$ cat src/rtl/mmio_timer.sv
// Memory-mapped prescaled timer: CTRL/COUNT/COMPARE/STATUS/PRESCALE window with
// match, auto-reload, overflow flags and a level interrupt.
module mmio_timer #(
   parameter int           n    = 32,
   parameter logic [n-1:0] BASE = 32'h0000_FF00
) (
   input  logic         clk,
   input  logic         reset,
   input  logic         memwrite,
   input  logic [n-1:0] dataadr,
   input  logic [n-1:0] writedata,
   output logic [n-1:0] readdata,
   output logic         irq
);

   logic         r_en, r_ar, r_ie;
   logic [n-1:0] r_count, r_compare;
   logic         r_match, r_ovf;
   logic [7:0]   r_prescale, r_pcnt;

   logic         w_hit;
   logic [2:0]   w_off;
   logic         w_wr_ctrl, w_wr_count, w_wr_cmp, w_wr_stat, w_wr_ps;
   logic         w_tick, w_match_set, w_ovf_set;
   logic [n-1:0] w_count_nxt;
   logic [7:0]   w_pcnt_nxt;
   logic         w_match_nxt, w_ovf_nxt;
   logic         w_unused;

   assign w_hit      = (dataadr[n-1:5] == BASE[n-1:5]);
   assign w_off      = dataadr[4:2];
   assign w_unused   = ^dataadr[1:0];
   assign w_wr_ctrl  = memwrite & w_hit & (w_off == 3'd0);
   assign w_wr_count = memwrite & w_hit & (w_off == 3'd1);
   assign w_wr_cmp   = memwrite & w_hit & (w_off == 3'd2);
   assign w_wr_stat  = memwrite & w_hit & (w_off == 3'd3);
   assign w_wr_ps    = memwrite & w_hit & (w_off == 3'd4);

   assign w_tick      = r_en & (r_pcnt == r_prescale);
   assign w_match_set = w_tick & (r_count == r_compare);
   // A reload suppresses the wrap, so OVF only fires when COUNT really rolls over.
   assign w_ovf_set   = w_tick & (r_count == {n{1'b1}}) & ~(w_match_set & r_ar);

   assign irq = r_ie & r_match;

   // Next-state: CPU write to COUNT beats the tick; hardware flag sets beat W1C.
   always_comb begin
      w_count_nxt = r_count;
      w_pcnt_nxt  = r_pcnt + 8'd1;
      w_match_nxt = r_match;
      w_ovf_nxt   = r_ovf;
      if (w_wr_count) begin
         w_count_nxt = writedata;
      end else if (w_match_set & r_ar) begin
         w_count_nxt = {n{1'b0}};
      end else if (w_tick) begin
         w_count_nxt = r_count + {{(n-1){1'b0}}, 1'b1};
      end else begin
         w_count_nxt = r_count;
      end
      if (w_wr_ctrl | w_wr_ps | ~r_en | w_tick) begin
         w_pcnt_nxt = 8'd0;
      end else begin
         w_pcnt_nxt = r_pcnt + 8'd1;
      end
      if (w_wr_stat) begin
         w_match_nxt = r_match & ~writedata[0];
         w_ovf_nxt   = r_ovf & ~writedata[1];
      end else begin
         w_match_nxt = r_match;
         w_ovf_nxt   = r_ovf;
      end
      w_match_nxt = w_match_nxt | w_match_set;
      w_ovf_nxt   = w_ovf_nxt | w_ovf_set;
   end

   always_ff @(posedge clk or posedge reset) begin
      if (reset) begin
         r_en       <= 1'b0;
         r_ar       <= 1'b0;
         r_ie       <= 1'b0;
         r_count    <= {n{1'b0}};
         r_compare  <= {n{1'b1}};
         r_match    <= 1'b0;
         r_ovf      <= 1'b0;
         r_prescale <= 8'd0;
         r_pcnt     <= 8'd0;
      end else begin
         r_count <= w_count_nxt;
         r_pcnt  <= w_pcnt_nxt;
         r_match <= w_match_nxt;
         r_ovf   <= w_ovf_nxt;
         if (w_wr_ctrl) begin
            r_en <= writedata[0];
            r_ar <= writedata[1];
            r_ie <= writedata[2];
         end
         if (w_wr_cmp) begin
            r_compare <= writedata;
         end
         if (w_wr_ps) begin
            r_prescale <= writedata[7:0];
         end
      end
   end

   // Zero-wait-state read mux; misses and offsets 5..7 return 0.
   always_comb begin
      readdata = {n{1'b0}};
      if (w_hit) begin
         case (w_off)
            3'd0:    readdata = {{(n-3){1'b0}}, r_ie, r_ar, r_en};
            3'd1:    readdata = r_count;
            3'd2:    readdata = r_compare;
            3'd3:    readdata = {{(n-2){1'b0}}, r_ovf, r_match};
            3'd4:    readdata = {{(n-8){1'b0}}, r_prescale};
            default: readdata = {n{1'b0}};
         endcase
      end else begin
         readdata = {n{1'b0}};
      end
   end

endmodule

$ cat config.mk
export PLATFORM = sky130hd
export DESIGN_NAME = mmio_timer
export DESIGN_NICKNAME = d
export VERILOG_FILES = /design/src/rtl/mmio_timer.sv
export SDC_FILE = /design/constraint.sdc
export NUM_CORES = 1
export LEC_CHECK = 0
export ABC_AREA = 1
export BUFFER_PORTS_ARGS = -buffer_cell sky130_fd_sc_hd__buf_2
export CAP_MARGIN = 5
export CORE_MARGIN = 8
export CORE_UTILIZATION = 55
export CTS_CLUSTER_SIZE = 28
export DETAILED_ROUTE_END_ITERATION = 12
export GPL_TIMING_DRIVEN = 0
export HOLD_SLACK_MARGIN = 0.08
export PLACE_DENSITY = 0.86
export SLEW_MARGIN = 25
export SYNTH_ARGS = -nofsm -noshare
export SYNTH_HDL_FRONTEND = slang
export SYNTH_SLANG_ARGS = --single-unit
export TNS_END_PERCENT = 1
$ cat constraint.sdc
create_clock -name clk -period 2.4 [get_ports clk]
set_input_delay 0 -clock clk [delete_from_list [all_inputs] [get_ports clk]]
set_output_delay 0 -clock clk [all_outputs]
set_load 0.01 [all_outputs]
==> After elaboration in Yosys (flattened, before gate mapping) <==
Cells that the tools add are included.
{ "totals": {"regBits": 85, "inputBits": 67, "output_inout_bits": 33, "wordCells": 52} }
{ "classes": {"addsub": 2, "n_eq_ne": 8, "mux": 8, "bitwise_logic": 23, "n_reduce_logical": 2} }
{ "op_table": {"columns": ["operator", "count"], "rows": [
  ["$pmux W32 S5", 1],
  ["$mux W32", 4],
  ["$add A32 B1 Y32 const B", 1],
  ["$eq A32 B32 Y1", 1],
  ["$eq A32 B32 Y1 const B", 1],
  ["$eq A27 B11 Y1 const B", 1],
  ["$and A1 B1 Y1", 14],
  ["$add A8 B1 Y8 const B", 1],
  ["$eq A8 B8 Y1", 1],
  ["$mux W8", 1],
  ["$eq A3 B2 Y1 const B", 2],
  ["$or A1 B1 Y1", 5],
  ["$not A1 Y1", 4],
  ["$eq A3 B1 Y1 const B", 1],
  ["$eq A3 B3 Y1 const B", 1],
  ["$logic_not A3 Y1", 1],
  ["$reduce_bool A3 Y1", 1],
  ["$mux W1", 2]
]} }

==> Logic depth before layout (Yosys ltp) <==
{ "depth": {"ltp_word": 7, "ltp_mapped": 15, "depth_no_buf": 13} }

==> Least setup slack after synthesis <==
Ideal clock, no wire load.
{ "synth_path": {"kind": "flip-flop to flip-flop", "start": "register r_compare[7]", "end": "register r_count[19]", "setup_ps": 120, "t_arrival_ps": 1544, "t_required_ps": 2280, "path_slack_ps": 737, "stages_incl_launch_ff": 14, "n_path_buf": 2, "period_less_slack_ps": 1663, "cell_sequence": "dfstp_2 inv_1 nand2_1 nand2_1 nor2_1 nand2_1 nor2_1 nand2_1 nor2_2 nand3_2 buf_6 buf_6 nand3b_2 a21oi_2"} }
{ "synth_between": {"elab_chain_len": 5, "word_cells_on_any_way": 6, "cone_classes": "eq/ne: 1; mux: 2; bitwise: 2; reduce/logical: 1"} }
{ "synth_lines": {"columns": ["item", "line", "rtl"], "rows": [
  ["start: declaration", "17", "logic [n-1:0] r_count, r_compare;"],
  ["start signal: assignment", "83", "r_compare <= {n{1'b1}};"],
  ["start signal: assignment", "99", "r_compare <= writedata;"],
  ["$eq A32 B32 Y1 *", "40", "assign w_match_set = w_tick & (r_count == r_compare);"],
  ["$and A1 B1 Y1 *", "40", null],
  ["$and A1 B1 Y1 *", "54", "end else if (w_match_set & r_ar) begin"],
  ["$mux W32", "54", null],
  ["$mux W32", "52", "if (w_wr_count) begin"],
  ["end signal: assignment", "82", "r_count <= {n{1'b0}};"],
  ["end signal: assignment", "89", "r_count <= w_count_nxt;"],
  ["end: declaration", "17", null]
]} }
Mark *: on every way between the ends. The rest lies on a longest branch, timed or not.
A chain may end at the register's enable or synchronous reset.

==> Final worst setup path <==
{ "layout_path": {"start": "register r_prescale[7]", "end": "register r_ovf"} }
{ "layout_between": {"elab_chain_len": 7, "word_cells_on_any_way": 8, "cone_classes": "eq/ne: 1; bitwise: 7"} }
{ "layout_lines": {"columns": ["item", "line", "rtl"], "rows": [
  ["start: declaration", "19", "logic [7:0] r_prescale, r_pcnt;"],
  ["start signal: assignment", "102", "r_prescale <= writedata[7:0];"],
  ["$eq A8 B8 Y1 *", "39", "assign w_tick = r_en & (r_pcnt == r_prescale);"],
  ["$and A1 B1 Y1 *", "39", null],
  ["$and A1 B1 Y1", "40", null],
  ["$and A1 B1 Y1", "42", "assign w_ovf_set = w_tick & (r_count == {n{1'b1}}) & ~(w_match_set & r_ar);"],
  ["$not A1 Y1", "42", null],
  ["$and A1 B1 Y1 *", "42", null],
  ["$or A1 B1 Y1 *", "74", "w_ovf_nxt = w_ovf_nxt | w_ovf_set;"],
  ["net w_ovf_nxt", "27", "logic w_match_nxt, w_ovf_nxt;"],
  ["end signal: assignment", "92", "r_ovf <= w_ovf_nxt;"],
  ["end: declaration", "18", "logic r_match, r_ovf;"]
]} }
Mark *: on every way through the listed nets, which the timed path passes. The rest lies on a longest branch.

==> results.sh <==
export IMPL_finalSetupViolations=0
export IMPL_synth_area_per_cell_um2=6.464
export IMPL_clock_sinks=85
export IMPL_finClkSkew_ns=0.007798
export IMPL_drive_gt1_share_pct=19.57
export IMPL_dieHeight_um=122.6
export IMPL_grt_use_total_pct=28.33
export IMPL_synth_top_family_by_area="simple AND/OR/NAND/NOR gates"
export IMPL_area_growth_pct=21.10
export IMPL_place_area_mm2=0.006945
export IMPL_synth_cells=967
export IMPL_combPwrFrac_pct=6.5
export IMPL_cts_made_buffers=9
export IMPL_netlist_area_mm2=0.006251
export IMPL_num_vias=6717
export IMPL_dr_first_iter_drc_count=685
export IMPL_dp_hpwl_mm=16.01
export IMPL_p_leak_nw=3.692
export IMPL_synth_simple_area_share_pct=34.13
export IMPL_cp_arrival_ns=2.33
export IMPL_drc=0
export IMPL_fin_tns_setup_ns=0
export IMPL_slowest_delay_ns=0.46
export IMPL_syn_nets=1036
export IMPL_finalInstanceArea_mm2=0.007570
export IMPL_cts_setup_buffers=0
export IMPL_n_antenna_cell=0
export IMPL_firstDrtPassIters=5
export IMPL_status="complete, no violations"
export IMPL_final_common_cell="nand2_1"
export IMPL_muxShareOfSynthArea_pct=0.9007
export IMPL_path_buf_inv=0
export IMPL_gp_congestion=1.028
export IMPL_wl_mm=20.75
export IMPL_worstSetupStartpointType="flop"
export IMPL_synthAdderAreaFrac_pct=0.4003
export IMPL_vias_per_cell=5.344
export IMPL_grt_pass1_wl_mm=32.91
export IMPL_slew_viol_final=0
export IMPL_die_w_um=122.6
export IMPL_clockBufferDepth=2
export IMPL_io_pins=100
export IMPL_fin_crit_ns=2.104
export IMPL_ys_flop_type="dfrtp_1"
export IMPL_worst_pin_slew_ns=0.7111
export IMPL_start_util_pct=55.46
export IMPL_critical_path_top_delay_family="simple AND/OR/NAND/NOR gates"
export IMPL_grt_max_degree=49
export IMPL_p_int_mw=2.361
export IMPL_grt_pass1_vias=6343
export IMPL_pwr_share_clk_pct=46.5
export IMPL_nFillCells=987
export IMPL_ir_worst_vdd_mv=0.2584
export IMPL_mostFrequentLayoutCells="270 x nand2_1, 129 x buf_2, 127 x nor2_1"
export IMPL_crit_path_start="r_prescale[7]$_DFFE_PP0P_"
export IMPL_yosys_register_bits=85
export IMPL_nets=1178
export IMPL_seq_power_share_pct=47.0
export IMPL_rows=39
export IMPL_clkTransAtPathRegs_ns=0.06
export IMPL_r2r_start="r_prescale[7]$_DFFE_PP0P_"
export IMPL_synth_xor_area_share_pct=5.885
export IMPL_tritoncts="built"
export IMPL_crit_top_cell="nand2_1"
export IMPL_synth_cell_type_count=35
export IMPL_dp_cells=1208
export IMPL_swShare_pct=22.77
export IMPL_fin_crit_sh_pct=87.67
export IMPL_antenna_found_initial=0
export IMPL_hp_start="memwrite"
export IMPL_relSlewSlack_pct=52.59
export IMPL_p_per_area_mw_per_mm2=403.8
export IMPL_stdcell_count=1257
export IMPL_cts_root_buf="clkbuf_16"
export IMPL_cap_violations=0
export IMPL_htreeDepth=3
export IMPL_switching_power_mw=0.6961
export IMPL_cp_required_ns=2.63
export IMPL_critPathKind="reg -> reg"
export IMPL_clock_fmax_ghz=0.4753
export IMPL_coreArea_mm2=0.01127
export IMPL_ys_seq_area_share_pct=34.67
export IMPL_rsz0062_at_grt="no"
export IMPL_endpoint_kind="flop"
export IMPL_slowest_stage="nor2_1"
export IMPL_portBuffers=97
export IMPL_post_route_util_pct=67.16
export IMPL_ys_async_sr_fraction_pct=100.0
export IMPL_yosysWarningCount=0
export IMPL_synth_edff_count=0
export IMPL_dieArea_mm2=0.01503
export IMPL_crit_fanout=5
export IMPL_timing_final_hold_violations=0
export IMPL_wl_per_cell_um=16.50
export IMPL_synth_compound_area_share_pct=11.91
export IMPL_cp_cell_sequence="a21oi_1, nand2_1, nor2_1, nand2_1, nor2_1, nand4_1, nand4_1, nand2_1"
export IMPL_grt_overflow=0
export IMPL_hold_class="in -> reg"
export IMPL_antenna_left=0
export IMPL_clk_latency_ns=0.34
## worst min-delay path, delay by kind of cell
| family | cells | cell delay [ns] |
|---|---|---|
| simple gates | 3 | 0.25 |
| buf+inv | 1 | 0.11 |
| compound gates | 1 | 0.07 |
## Yosys cell counts (9+ instances only)
cell / number / area [µm²]
inv_1: 118 / 442.9
nand3_2: 9 / 90.09
xor2_1: 21 / 183.9
nand2_1: 270 / 1013
nor3_1: 25 / 125.1
dfrtp_1: 53 / 1326
xnor2_1: 21 / 183.9
nor2_1: 127 / 476.7
o21ai_0: 31 / 155.2
a21oi_1: 60 / 300.3
nand4_1: 13 / 81.33
buf_2: 32 / 160.2
clkbuf_1: 12 / 45.04
nand3b_1: 10 / 75.07
nand3_1: 37 / 185.2
inv_2: 22 / 82.58
o21ai_1: 38 / 190.2
dfstp_2: 32 / 840.8
## metal layers
layer	global-route usage (%)	vias up	routed length (µm)
li1	-	3312	-
met1	37.68	3062	8865
met2	44.41	283	9489
met3	4.784	60	1680
met4	12.95	0	710
met5	0	-	0
## per-stage QoR
stage | hold slack, ns | setup slack, ns | power [mW]
6_report | 0.1318 | 0.2959 | 3.057
2_1_floorplan | 0.1190 | 0.2595 | 1.524
3_3_place_gp | 0.2234 | -0.8032 | 1.606
5_1_grt | 0.1965 | 0.1339 | 3.143
4_1_cts | 0.1257 | 0.3234 | 3.062
3_5_place_dp | 0.07206 | 0.3395 | 1.615
## power groups by stage
stage	combinational, mW	sequential (mW)	clock, mW
after global routing	0.220	1.43	1.49
after detailed placement	0.155	1.46	0
after CTS	0.196	1.44	1.43
final	0.199	1.44	1.42
after global placement	0.146	1.46	0
after floorplan	0.0641	1.46	0
## path summary, 6_finish.rpt
kind | cells past startpoint | slack, ns | to
worst max-delay path | 8 | 0.30 | r_ovf$_DFF_PP0_
worst min-delay path | 5 | 0.13 | r_en$_DFFE_PP0P_
worst max register to register | 8 | 0.30 | r_ovf$_DFF_PP0_
worst min register to register | 2 | 0.48 | r_compare[7]$_DFFE_PP1P_
max in group asynchronous | 4 | 1.48 | r_compare[25]$_DFFE_PP1P_
min in group asynchronous | 3 | 0.25 | r_count[5]$_DFFE_PP0P_
## sequential cells by signal, indices dropped and copies added, names as in the netlist
register    count
r_ie            1
r_count        32
r_match         1
r_ar            1
r_pcnt          8
r_prescale      8
r_compare      32
r_ovf           1
r_en            1
## logic make-up after synthesis
group	after synthesis
flops	85
mux	5
xor+xnor	42
buf+inv	187
simple gates	503
fa+ha+maj	2
compound gates	143
## layout make-up
cell class,instances,area [µm²],share of cell area (%)
Multi-Input combinational cell,695,3327,43.95
Inverter,141,531.8,7.025
Clock buffer,12,246.5,3.256
Tap cell,143,178.9,2.364
Sequential cell,85,2167,28.63
Clock inverter,4,47.55,0.6281
Buffer,46,227.7,3.008
Timing Repair Buffer,131,843.3,11.14
## timing repair
action                                 in CTS  in global routing
hold buffers                               33                  0
endpoints found under the hold margin     113                  0
resized for setup                           0                  0
(Power assumes the default switching activity.)
